$ cat src/rtl/cpu7_exu_ld_scb_pkg.sv
// Shared constants for the execute-stage load scoreboard.
// The defaults describe a 32-entry integer register file that tracks up to
// four outstanding loads.
package cpu7_exu_ld_scb_pkg;

    localparam int SCB_NREG  = 32;  // architectural integer registers, r0 reads zero
    localparam int SCB_IDW   = 5;   // register index width, 2**IDW == NREG
    localparam int SCB_DEPTH = 4;   // maximum outstanding loads (1..15)
    localparam int SCB_CW    = 4;   // counter width, holds 0..DEPTH

endpackage

$ cat src/rtl/cpu7_exu_scb_pend.sv
// Pending-destination vector plus the one-entry delayed-clear register.
// A returning load is captured first and its pending bit is cleared one cycle
// later, which lines up with the register-file write in w. When a set and the
// delayed clear hit the same index, the set wins.
module cpu7_exu_scb_pend
    import cpu7_exu_ld_scb_pkg::*;
#(
    parameter int NREG = SCB_NREG,
    parameter int IDW  = SCB_IDW
) (
    input  logic            clk,
    input  logic            resetn,
    input  logic            i_set_vld,
    input  logic [IDW-1:0]  i_set_idx,
    input  logic            i_ret_vld,
    input  logic [IDW-1:0]  i_ret_idx,
    input  logic [IDW-1:0]  i_rd_idx_a,
    input  logic [IDW-1:0]  i_rd_idx_b,
    output logic            o_rd_pend_a,
    output logic            o_rd_pend_b,
    output logic [NREG-1:0] o_pend
);

    logic [NREG-1:0] r_pend;
    logic [NREG-1:0] w_pend_nxt;
    logic            r_dclr_vld;
    logic [IDW-1:0]  r_dclr_idx;

    // Next pending vector: apply the delayed clear first so a same-index set overrides it.
    always_comb begin
        w_pend_nxt = r_pend;
        if (r_dclr_vld) begin
            w_pend_nxt[r_dclr_idx] = 1'b0;
        end else begin
            w_pend_nxt = r_pend;
        end
        if (i_set_vld) begin
            w_pend_nxt[i_set_idx] = 1'b1;
        end else begin
            w_pend_nxt[i_set_idx] = w_pend_nxt[i_set_idx];
        end
    end

    // Pending vector and delayed-clear capture; reset drops all tracking.
    always_ff @(posedge clk or negedge resetn) begin
        if (!resetn) begin
            r_pend     <= '0;
            r_dclr_vld <= 1'b0;
            r_dclr_idx <= '0;
        end else begin
            r_pend     <= w_pend_nxt;
            r_dclr_vld <= i_ret_vld;
            r_dclr_idx <= i_ret_idx;
        end
    end

    assign o_rd_pend_a = r_pend[i_rd_idx_a];
    assign o_rd_pend_b = r_pend[i_rd_idx_b];
    assign o_pend      = r_pend;

endmodule

$ cat src/rtl/cpu7_exu_ld_scb.sv
// Load scoreboard beside the execute control logic. It tracks each pending
// load destination so the d-stage candidate stalls only on a RAW/WAW hazard
// against an outstanding load, or when it is a load and the tracker is full.
// Hazards use registered state only, so a return never relieves a stall in
// the same cycle.
module cpu7_exu_ld_scb
    import cpu7_exu_ld_scb_pkg::*;
#(
    parameter int NREG  = SCB_NREG,
    parameter int IDW   = SCB_IDW,
    parameter int DEPTH = SCB_DEPTH,
    parameter int CW    = SCB_CW
) (
    input  logic            clk,
    input  logic            resetn,
    input  logic            ecl_scb_vld_d,
    input  logic            ecl_scb_kill_d,
    input  logic            ecl_scb_load_d,
    input  logic [IDW-1:0]  ecl_scb_rs1_d,
    input  logic            ecl_scb_rs1_use_d,
    input  logic [IDW-1:0]  ecl_scb_rs2_d,
    input  logic            ecl_scb_rs2_use_d,
    input  logic [IDW-1:0]  ecl_scb_rd_d,
    input  logic            ecl_scb_wen_d,
    input  logic            lsu_scb_ret_vld_m,
    input  logic [IDW-1:0]  lsu_scb_ret_rd_m,
    output logic            scb_ecl_stall_d,
    output logic            scb_ecl_issue_d,
    output logic            scb_ecl_full,
    output logic [CW-1:0]   scb_ecl_cnt,
    output logic [NREG-1:0] scb_ecl_pending,
    output logic            scb_ecl_err
);

    localparam logic [CW-1:0] CNT_ONE  = CW'(1);
    localparam logic [CW-1:0] CNT_FULL = CW'(DEPTH);

    logic [CW-1:0]   r_cnt;
    logic [CW-1:0]   w_cnt_nxt;
    logic            r_full;
    logic            r_err;
    logic            w_full_nxt;
    logic            w_err_nxt;
    logic            w_rs1_pend;
    logic            w_rs2_pend;
    logic [NREG-1:0] w_pend;
    logic            w_raw;
    logic            w_waw;
    logic            w_cap;
    logic            w_live;
    logic            w_stall;
    logic            w_issue;
    logic            w_ld_issue;
    logic            w_underflow;
    logic            w_dec;
    logic            w_set_vld;

    // Hazard detection, issue decision and next counter/flag values.
    always_comb begin
        w_raw       = (ecl_scb_rs1_use_d & w_rs1_pend) | (ecl_scb_rs2_use_d & w_rs2_pend);
        w_waw       = ecl_scb_wen_d & w_pend[ecl_scb_rd_d];
        w_cap       = ecl_scb_load_d & r_full;
        // Gating with resetn keeps issue low while reset is held.
        w_live      = resetn & ecl_scb_vld_d & ~ecl_scb_kill_d;
        w_stall     = w_live & (w_raw | w_waw | w_cap);
        w_issue     = w_live & ~(w_raw | w_waw | w_cap);
        w_ld_issue  = w_issue & ecl_scb_load_d;
        w_set_vld   = w_ld_issue & ecl_scb_wen_d & (ecl_scb_rd_d != IDW'(0));
        // A return with nothing outstanding is an underflow: flag it, keep cnt from wrapping.
        w_underflow = lsu_scb_ret_vld_m & (r_cnt == CW'(0));
        w_dec       = lsu_scb_ret_vld_m & ~w_underflow;
        case ({w_ld_issue, w_dec})
            2'b10:   w_cnt_nxt = r_cnt + CNT_ONE;
            2'b01:   w_cnt_nxt = r_cnt - CNT_ONE;
            default: w_cnt_nxt = r_cnt;
        endcase
        w_full_nxt  = (w_cnt_nxt == CNT_FULL);
        w_err_nxt   = r_err | w_underflow;
    end

    // Outstanding-load counter, registered full flag and sticky underflow error.
    always_ff @(posedge clk or negedge resetn) begin
        if (!resetn) begin
            r_cnt  <= '0;
            r_full <= 1'b0;
            r_err  <= 1'b0;
        end else begin
            r_cnt  <= w_cnt_nxt;
            r_full <= w_full_nxt;
            r_err  <= w_err_nxt;
        end
    end

    cpu7_exu_scb_pend #(
        .NREG (NREG),
        .IDW  (IDW)
    ) u_pend (
        .clk         (clk),
        .resetn      (resetn),
        .i_set_vld   (w_set_vld),
        .i_set_idx   (ecl_scb_rd_d),
        .i_ret_vld   (lsu_scb_ret_vld_m),
        .i_ret_idx   (lsu_scb_ret_rd_m),
        .i_rd_idx_a  (ecl_scb_rs1_d),
        .i_rd_idx_b  (ecl_scb_rs2_d),
        .o_rd_pend_a (w_rs1_pend),
        .o_rd_pend_b (w_rs2_pend),
        .o_pend      (w_pend)
    );

    assign scb_ecl_stall_d = w_stall;
    assign scb_ecl_issue_d = w_issue;
    assign scb_ecl_full    = r_full;
    assign scb_ecl_cnt     = r_cnt;
    assign scb_ecl_pending = w_pend;
    assign scb_ecl_err     = r_err;

endmodule

$ cat config.mk
export PLATFORM = sky130hd
export DESIGN_NAME = cpu7_exu_ld_scb
export DESIGN_NICKNAME = d
export VERILOG_FILES = /design/src/rtl/cpu7_exu_ld_scb_pkg.sv /design/src/rtl/cpu7_exu_scb_pend.sv /design/src/rtl/cpu7_exu_ld_scb.sv
export SDC_FILE = /design/constraint.sdc
export NUM_CORES = 1
export LEC_CHECK = 0
export ABC_AREA = 1
export CAP_MARGIN = 10
export CORE_AREA = 2 2 88 90
export DETAILED_ROUTE_END_ITERATION = 8
export DIE_AREA = 0 0 90 92
export PLACE_DENSITY = 0.8
export SYNTH_ARGS = -nofsm -noshare
export SYNTH_HDL_FRONTEND = slang
export SYNTH_SLANG_ARGS = --single-unit
$ cat constraint.sdc
create_clock -name clk -period 3 [get_ports clk]
set_input_delay 0.9 -clock clk [delete_from_list [all_inputs] [get_ports clk]]
set_output_delay 0.9 -clock clk [all_outputs]
set_load 0.02 [all_outputs]
==> reports/metrics.cfg, run 1 <==
[sta]
worstMarginPinSlew_ns=0.704
timing.fmax_mhz=303
setup_tns_ns=-0.953
relSlewSlack_pct=52.8
rsz0062_at_grt=true
hold_viol=0
period_needed_ns=3.30
setup_viol=6
layout_worst_path_cycle_share_pct=110
report.final.slew_viol_count=0
worst_slack_ns=-0.303
worst_hold_slack_ns=0.469
clock_skew_ns=0.00665

[placement]
routabilityCongestion=0.978
hpwl_um=10300
dp_cells=834
port_buffers=68
placed_cell_area_um2=5090

[setup_path]
slowest_delay_ns=0.21
path_class=input port to flip-flop
r2r_cells=21
critPathCaptureType=flip-flop
cp-start-kind=input port
path_max_fanout=7
cp.required_ns=3.22
path_cells=buf_12 > buf_12 > inv_8 > nand2_1 > nand2_1 > nand2_1 > nand2_1 > nand2_1 > nand2_1 > nor2_1 > nand2_1 > a21oi_2 > nand3_4 > nor2_4 > nand2_2 > ha_4 > ha_4 > a21o_1 > a21oi_1 > inv_1 > a21oi_2 > o21ai_2 > xnor2_2 > nor4b_2
critPathArrivalTime_ns=3.52
slowest_stage=nor4b_2
crit_path_frequent_cell=nand2_1

[grt]
antenna_found_initial=0
grt_pass1_wl_um=23000
grt_max_degree=45
track_usage_pct=34.9
overflow=0
grt_pass1_vias=4578

[detailed_routing]
routedWlPerCell_um=16.8
routed_via_density=5.53
antenna_left=0
drtPass1Iterations=5
routed_wl_um=14400
num_vias=4720
drc=0
drt-initial-drc-count=358

[clock_tree]
clockBufferDepth=2
clock_latency_ns=0.31
tritoncts=built
cts-buffers-inserted=5
clk_pin_slew_ns=0.08
h-tree-depth=2
clkSinkCount=44
ctsRootBufferMaster=clkbuf_8

[finish]
final_nets=784
area_growth_pct=42.6
drive_above_1_share_pct=23.7
fillers=630
final_area_um2=5480
final_common_cell=nand2_1
diodes=0
layout_common_cells=nand2_1, nor2_1, nand3_1, inv_1, buf_4
instances_no_fill=854

[floorplanning]
fp.dieW_um=90
start_util_pct=51.6
die-area_um2=8280
die_y_um=92
coreArea_um2=7450
row_count=32
io_pins=69

[logic_synthesis]
synth_edf_count=0
async_flop_share_pct=100
syn-instance-count=625
synth_area_leaders=dfrtp_1, nand2_1, nand3_1
synth_seq_cells=44
dominantRegCellSynth=dfrtp_1
seq_area_frac_synth_pct=28.6
synth_area_um2=3840
synth_top_area_cell=dfrtp_1
synth.top_cell.area_share_pct=28.6
syn-num-nets=658
yosysWarnings=0
syn_avg_cell_area_um2=6.15
netlist-cell-type-count=32

[outcome]
failed_checks=negative setup slack
outcome=complete, but fails checks

[power_and_ir_drop]
power_density_nw_per_um2=582
leakage_uw=0.00263
ir_drop_mv=0.663

[min_path]
hold_depth=1
hp-class=flip-flop to flip-flop

[run]
maxCapViolCount=0

where the power goes:
group / internal (µW) / switching (µW)
Clock: 187 / 214
Sequential: 746 / 258
Combinational: 862 / 922
Total: 1790 / 1390
worst paths after layout:
path | slack (ns) | from | endpoint
min in group asynchronous | 0.74 | resetn | u_pend.o_pend[23]$_DFF_PN0_
worst min register to register | 0.47 | scb_ecl_err$_DFF_PN0_ | scb_ecl_err$_DFF_PN0_
worst max-delay path | -0.30 | ecl_scb_rd_d[0] | scb_ecl_full$_DFF_PN0_
worst max register to register | 0.04 | u_pend.o_pend[15]$_DFF_PN0_ | scb_ecl_full$_DFF_PN0_
worst min-delay path | 0.47 | scb_ecl_err$_DFF_PN0_ | scb_ecl_err$_DFF_PN0_
max in group asynchronous | 1.87 | resetn | u_pend.o_pend[30]$_DFF_PN0_
through the flow:
stage | utilization (%) | power, µW | setup slack, ns
CTS | 73.2 | 3100 | -0.237
global placement | 68.4 | 2570 | -1.08
finish | 73.6 | 3190 | -0.303
floorplan | - | 1810 | -0.413
detailed placement | 68.4 | 2610 | -1.21
global route | 73.6 | 3370 | -0.539
cell usage after synthesis (2+ instances only):
| cell type | number |
|---|---|
| buf_2 | 14 |
| nand3_2 | 2 |
| nor3_1 | 13 |
| a21o_1 | 2 |
| nand3_1 | 63 |
| nor2_2 | 2 |
| nor3_2 | 5 |
| o21ai_1 | 2 |
| inv_1 | 60 |
| o21a_1 | 4 |
| xnor2_1 | 3 |
| a21oi_2 | 31 |
| inv_2 | 13 |
| buf_6 | 3 |
| a21boi_1 | 4 |
| nor2_1 | 74 |
| a21boi_0 | 7 |
| o21ai_0 | 11 |
| ha_1 | 3 |
| a21oi_1 | 40 |
| dfrtp_1 | 44 |
| nand2_1 | 211 |
| clkbuf_1 | 5 |
sequential cells by signal, summed over array words and instances, names as in the netlist:
register           flops
u_pend.r_dclr_idx      5
u_pend.r_dclr_vld      1
scb_ecl_cnt            4
u_pend.o_pend         32
scb_ecl_err            1
scb_ecl_full           1
layer usage:
layer  wire length, µm  part of all wire [%]  track usage [%]
met1              5840                    41             43.6
met4               605                   4.2             17.6
met3              1010                   7.0             4.11
met2              6920                    48             59.7
met5                 0                     0                0
cell type report:
cell class / instances / area, µm² / share of cell area (%)
Sequential cell: 44 / 1100 / 20.1
Clock buffer: 7 / 86.3 / 1.57
Tap cell: 102 / 128 / 2.33
Inverter: 73 / 294 / 5.36
Multi-Input combinational cell: 486 / 2480 / 45.3
Clock inverter: 1 / 7.51 / 0.137
Timing Repair inverter: 1 / 11.3 / 0.205
Timing Repair Buffer: 140 / 1370 / 25.1
what timing repair did:
item,in CTS,in global routing
pin swaps,18,3
endpoints found under the hold margin,0,0
resized for setup,85,9
gates cloned,6,0
setup buffers,6,1
hold buffers,0,0
setup endpoints to repair,7,6
kinds of logic after synthesis:
logic type,after synthesis,synth area share (%)
XOR/XNOR,3,0.684
multiplexers,1,0.293
adder cells (fa/ha/maj),4,1.50
flip-flops,44,28.6
buffers and inverters,95,10.3
AND/OR/NAND/NOR,376,41.1
AO/OA/AOI/OAI,102,17.5
worst max-delay path, delay by kind of cell:
kind                       cells  cell delay, ns
AOI/OAI and AO/OA              5            0.72
buffers and inverters          4            0.39
adders and majority gates      2            0.38
and+or+nand+nor               12            0.98
xor gates and xnor gates       1            0.15
No activity file was read; power rests on OpenSTA's default activity.
==> inputs of run 2 (changes only) <==
REMOVE_ABC_BUFFERS = 1   (was not set)
SETUP_SLACK_MARGIN = 0.15   (was not set)
==> run 2 against run 1 <==
The flow still finishes with violations (negative setup slack). Total power up 3.8%. Highest routed layer unchanged. Largest power group unchanged. Fmax down 4.6%. Clock-buffer cell count down 2. Critical path depth unchanged. Critical path type unchanged. Clock power down 6.0%. Worst setup slack worse by 0.16 ns. Sequential cell count unchanged. First-iteration DRC count up 53%. Die area unchanged.
==> reports/metrics.cfg, run 2 (synthesis gave the netlist of run 1 again) <==
[outcome]
outcome=complete, but fails checks  ; unchanged
failed_checks=negative setup slack  ; unchanged

[placement]
port_buffers=68  ; unchanged
hpwl_um=10600  ; was 10300 µm
pre_cts_ws_ns=-1.28  ; was -1.21 ns
dp_cells=844  ; was 834
routabilityCongestion=1.01  ; was 0.978
placed_cell_area_um2=5090  ; about the same

[sta]
layout_worst_path_cycle_share_pct=115  ; was 110%
relSlewSlack_pct=46.8  ; was 52.8%
period_needed_ns=3.46  ; was 3.30 ns
clock_skew_ns=0.0130  ; was 0.00665 ns
report.final.slew_viol_count=0  ; unchanged
rsz0062_at_grt=true  ; unchanged
timing.fmax_mhz=289  ; was 303 MHz
hold_viol=0  ; unchanged
setup_viol=6  ; unchanged
worstMarginPinSlew_ns=0.793  ; was 0.704 ns
worst_slack_ns=-0.463  ; was -0.303 ns

[detailed_routing]
drt-initial-drc-count=548  ; was 358
num_vias=4846  ; was 4720
routed_wl_um=14800  ; was 14400 µm
drc=0  ; unchanged
routed_via_density=5.62  ; was 5.53
routedWlPerCell_um=17.2  ; was 16.8 µm
drtPass1Iterations=6  ; was 5
antenna_left=0  ; unchanged

[finish]
final_nets=794  ; was 784
largest_reg_flops=32  ; unchanged
diodes=0  ; unchanged
drive_above_1_share_pct=24.6  ; was 23.7%
instances_no_fill=863  ; was 854
final_common_cell=nand2_1  ; unchanged
layout_common_cells=nand2_1, nor2_1, buf_4, nand3_1, inv_1  ; was nand2_1, nor2_1, nand3_1, inv_1, buf_4
final_area_um2=5470  ; was 5480 µm²
area_growth_pct=42.2  ; was 42.6%

[setup_path]
r2r_cells=22  ; was 21
critPathCaptureType=flip-flop  ; unchanged
path_max_fanout=6  ; was 7
cp.required_ns=3.25  ; was 3.22 ns
cp-start-kind=input port  ; unchanged
r2r_slack_ns=-0.12  ; was 0.04 ns
crit_path_frequent_cell=nand2_1  ; unchanged
startpoint=ecl_scb_rd_d[0]  ; unchanged
critPathArrivalTime_ns=3.71  ; was 3.52 ns
path_class=input port to flip-flop  ; unchanged
slowest_delay_ns=0.23  ; was 0.21 ns
timing.rr.start=u_pend.o_pend[19]$_DFF_PN0_  ; was u_pend.o_pend[15]$_DFF_PN0_
worst_r2r_endpoint=scb_ecl_cnt[3]$_DFF_PN0_  ; was scb_ecl_full$_DFF_PN0_
path_cells=buf_12 > buf_8 > nand2_2 > nand2_1 > nand2_1 > nand2_1 > nand2_1 > nand2_2 > nor2_2 > nand2_1 > a21oi_2 > nand3_4 > nor2_4 > nand2_2 > ha_4 > ha_4 > a21o_1 > a21oi_2 > inv_2 > a21oi_2 > o21ai_2 > xnor2_2 > buf_4 > buf_6  ; was buf_12 > buf_12 > inv_8 > nand2_1 > nand2_1 > nand2_1 > nand2_1 > nand2_1 > nand2_1 > nor2_1 > nand2_1 > a21oi_2 > nand3_4 > nor2_4 > nand2_2 > ha_4 > ha_4 > a21o_1 > a21oi_1 > inv_1 > a21oi_2 > o21ai_2 > xnor2_2 > nor4b_2
slowest_stage=xnor2_2  ; was nor4b_2

[clock_tree]
h-tree-depth=2  ; unchanged
cts-buffers-inserted=5  ; unchanged
ctsRootBufferMaster=clkbuf_8  ; unchanged
clk_pin_slew_ns=0.10  ; was 0.08 ns
clockBufferDepth=2  ; unchanged
tritoncts=built  ; unchanged
clkSinkCount=44  ; unchanged
cts_hold_buf=0  ; unchanged
clock_latency_ns=0.30  ; was 0.31 ns

[power_and_ir_drop]
power_density_nw_per_um2=605  ; was 582 nW/µm²
leakage_uw=0.00265  ; was 0.00263 µW
power_uw=3310  ; was 3190 µW
ir_drop_mv=0.634  ; was 0.663 mV

[run]
maxCapViolCount=0  ; unchanged

[floorplanning]
row_count=32  ; unchanged
fp.dieW_um=90  ; unchanged
die_y_um=92  ; unchanged
io_pins=69  ; unchanged
start_util_pct=51.6  ; unchanged
die-area_um2=8280  ; unchanged
coreArea_um2=7450  ; unchanged

[min_path]
hold_depth=1  ; unchanged
hold_start=scb_ecl_err$_DFF_PN0_  ; unchanged
hp-class=flip-flop to flip-flop  ; unchanged
holdPathEnd=scb_ecl_err$_DFF_PN0_  ; unchanged

[grt]
grt_pass1_wl_um=23100  ; was 23000 µm
grt_max_degree=45  ; unchanged
track_usage_pct=34.9  ; about the same
grt.met1_usage_pct=44.9  ; was 43.6%
overflow=0  ; unchanged
use_met3_pct=5.67  ; was 4.11%
busiest_layer=met2  ; unchanged
grt_pass1_vias=4641  ; was 4578
antenna_found_initial=0  ; unchanged
met2_usage_pct=58.5  ; was 59.7%

run 2: worst max-delay path by stage:
stage               slack [ns]  cells after the start                       end
floorplan                -0.39                     22    scb_ecl_full$_DFF_PN0_
global placement         -1.09                     22    scb_ecl_full$_DFF_PN0_
detailed placement       -1.28                     22    scb_ecl_full$_DFF_PN0_
CTS                      -0.36                     23    scb_ecl_full$_DFF_PN0_
global route             -0.53                     24  scb_ecl_cnt[3]$_DFF_PN0_
finish                   -0.46                     24  scb_ecl_cnt[3]$_DFF_PN0_
run 2: area by class of cell:
class,count,area [µm²]
Multi-Input combinational cell,486,2490
Clock buffer,5,68.8
Timing Repair Buffer,151,1380
Tap cell,102,128
Fill cell,614,1980
Sequential cell,44,1100
Inverter,73,284
Clock inverter,2,12.5
run 2: timing repair:
| item | 4_1_cts | 5_1_grt |
|---|---|---|
| gates resized for setup | 88 | 28 |
| gates cloned | 4 | 0 |
| buffers inserted | 6 | 2 |
| pin swaps | 24 | 19 |
| setup endpoints to repair | 38 | 6 |
| hold endpoints to repair | 0 | 0 |
run 2: metrics by stage:
stage / utilization [%] / hold slack, ns / setup TNS [ns]
after floorplan: - / 0.565 / -0.591
after global placement: 68.4 / 0.442 / -11.59
after detailed placement: 68.4 / 0.473 / -14.82
after CTS: 71.9 / 0.497 / -1.45
after global routing: 73.4 / 0.508 / -2.31
final: 73.4 / 0.495 / -1.90
run 2: per-layer routing:
layer  wire (µm)  vias to the layer above  share of wire (%)
li1            -                     2262                  -
met1        5760                     2235                 39
met2        7070                      296                 48
met3        1400                       53                9.4
met4         579                        0                3.9
met5           0                        -                  0
run 2: critical path: cells and delay by family:
family / cells / cell delay (ns)
AO/OA/AOI/OAI: 5 / 0.71
AND/OR/NAND/NOR: 11 / 0.89
buffers and inverters: 5 / 0.59
adder cells (fa/ha/maj): 2 / 0.39
XOR/XNOR: 1 / 0.23
run 2: report_power, final:
part	internal, µW	leakage [µW]	total, µW	switching, µW
Clock	158	0.0000400	377	219
Sequential	746	0.000529	1020	271
Combinational	930	0.00208	1910	984
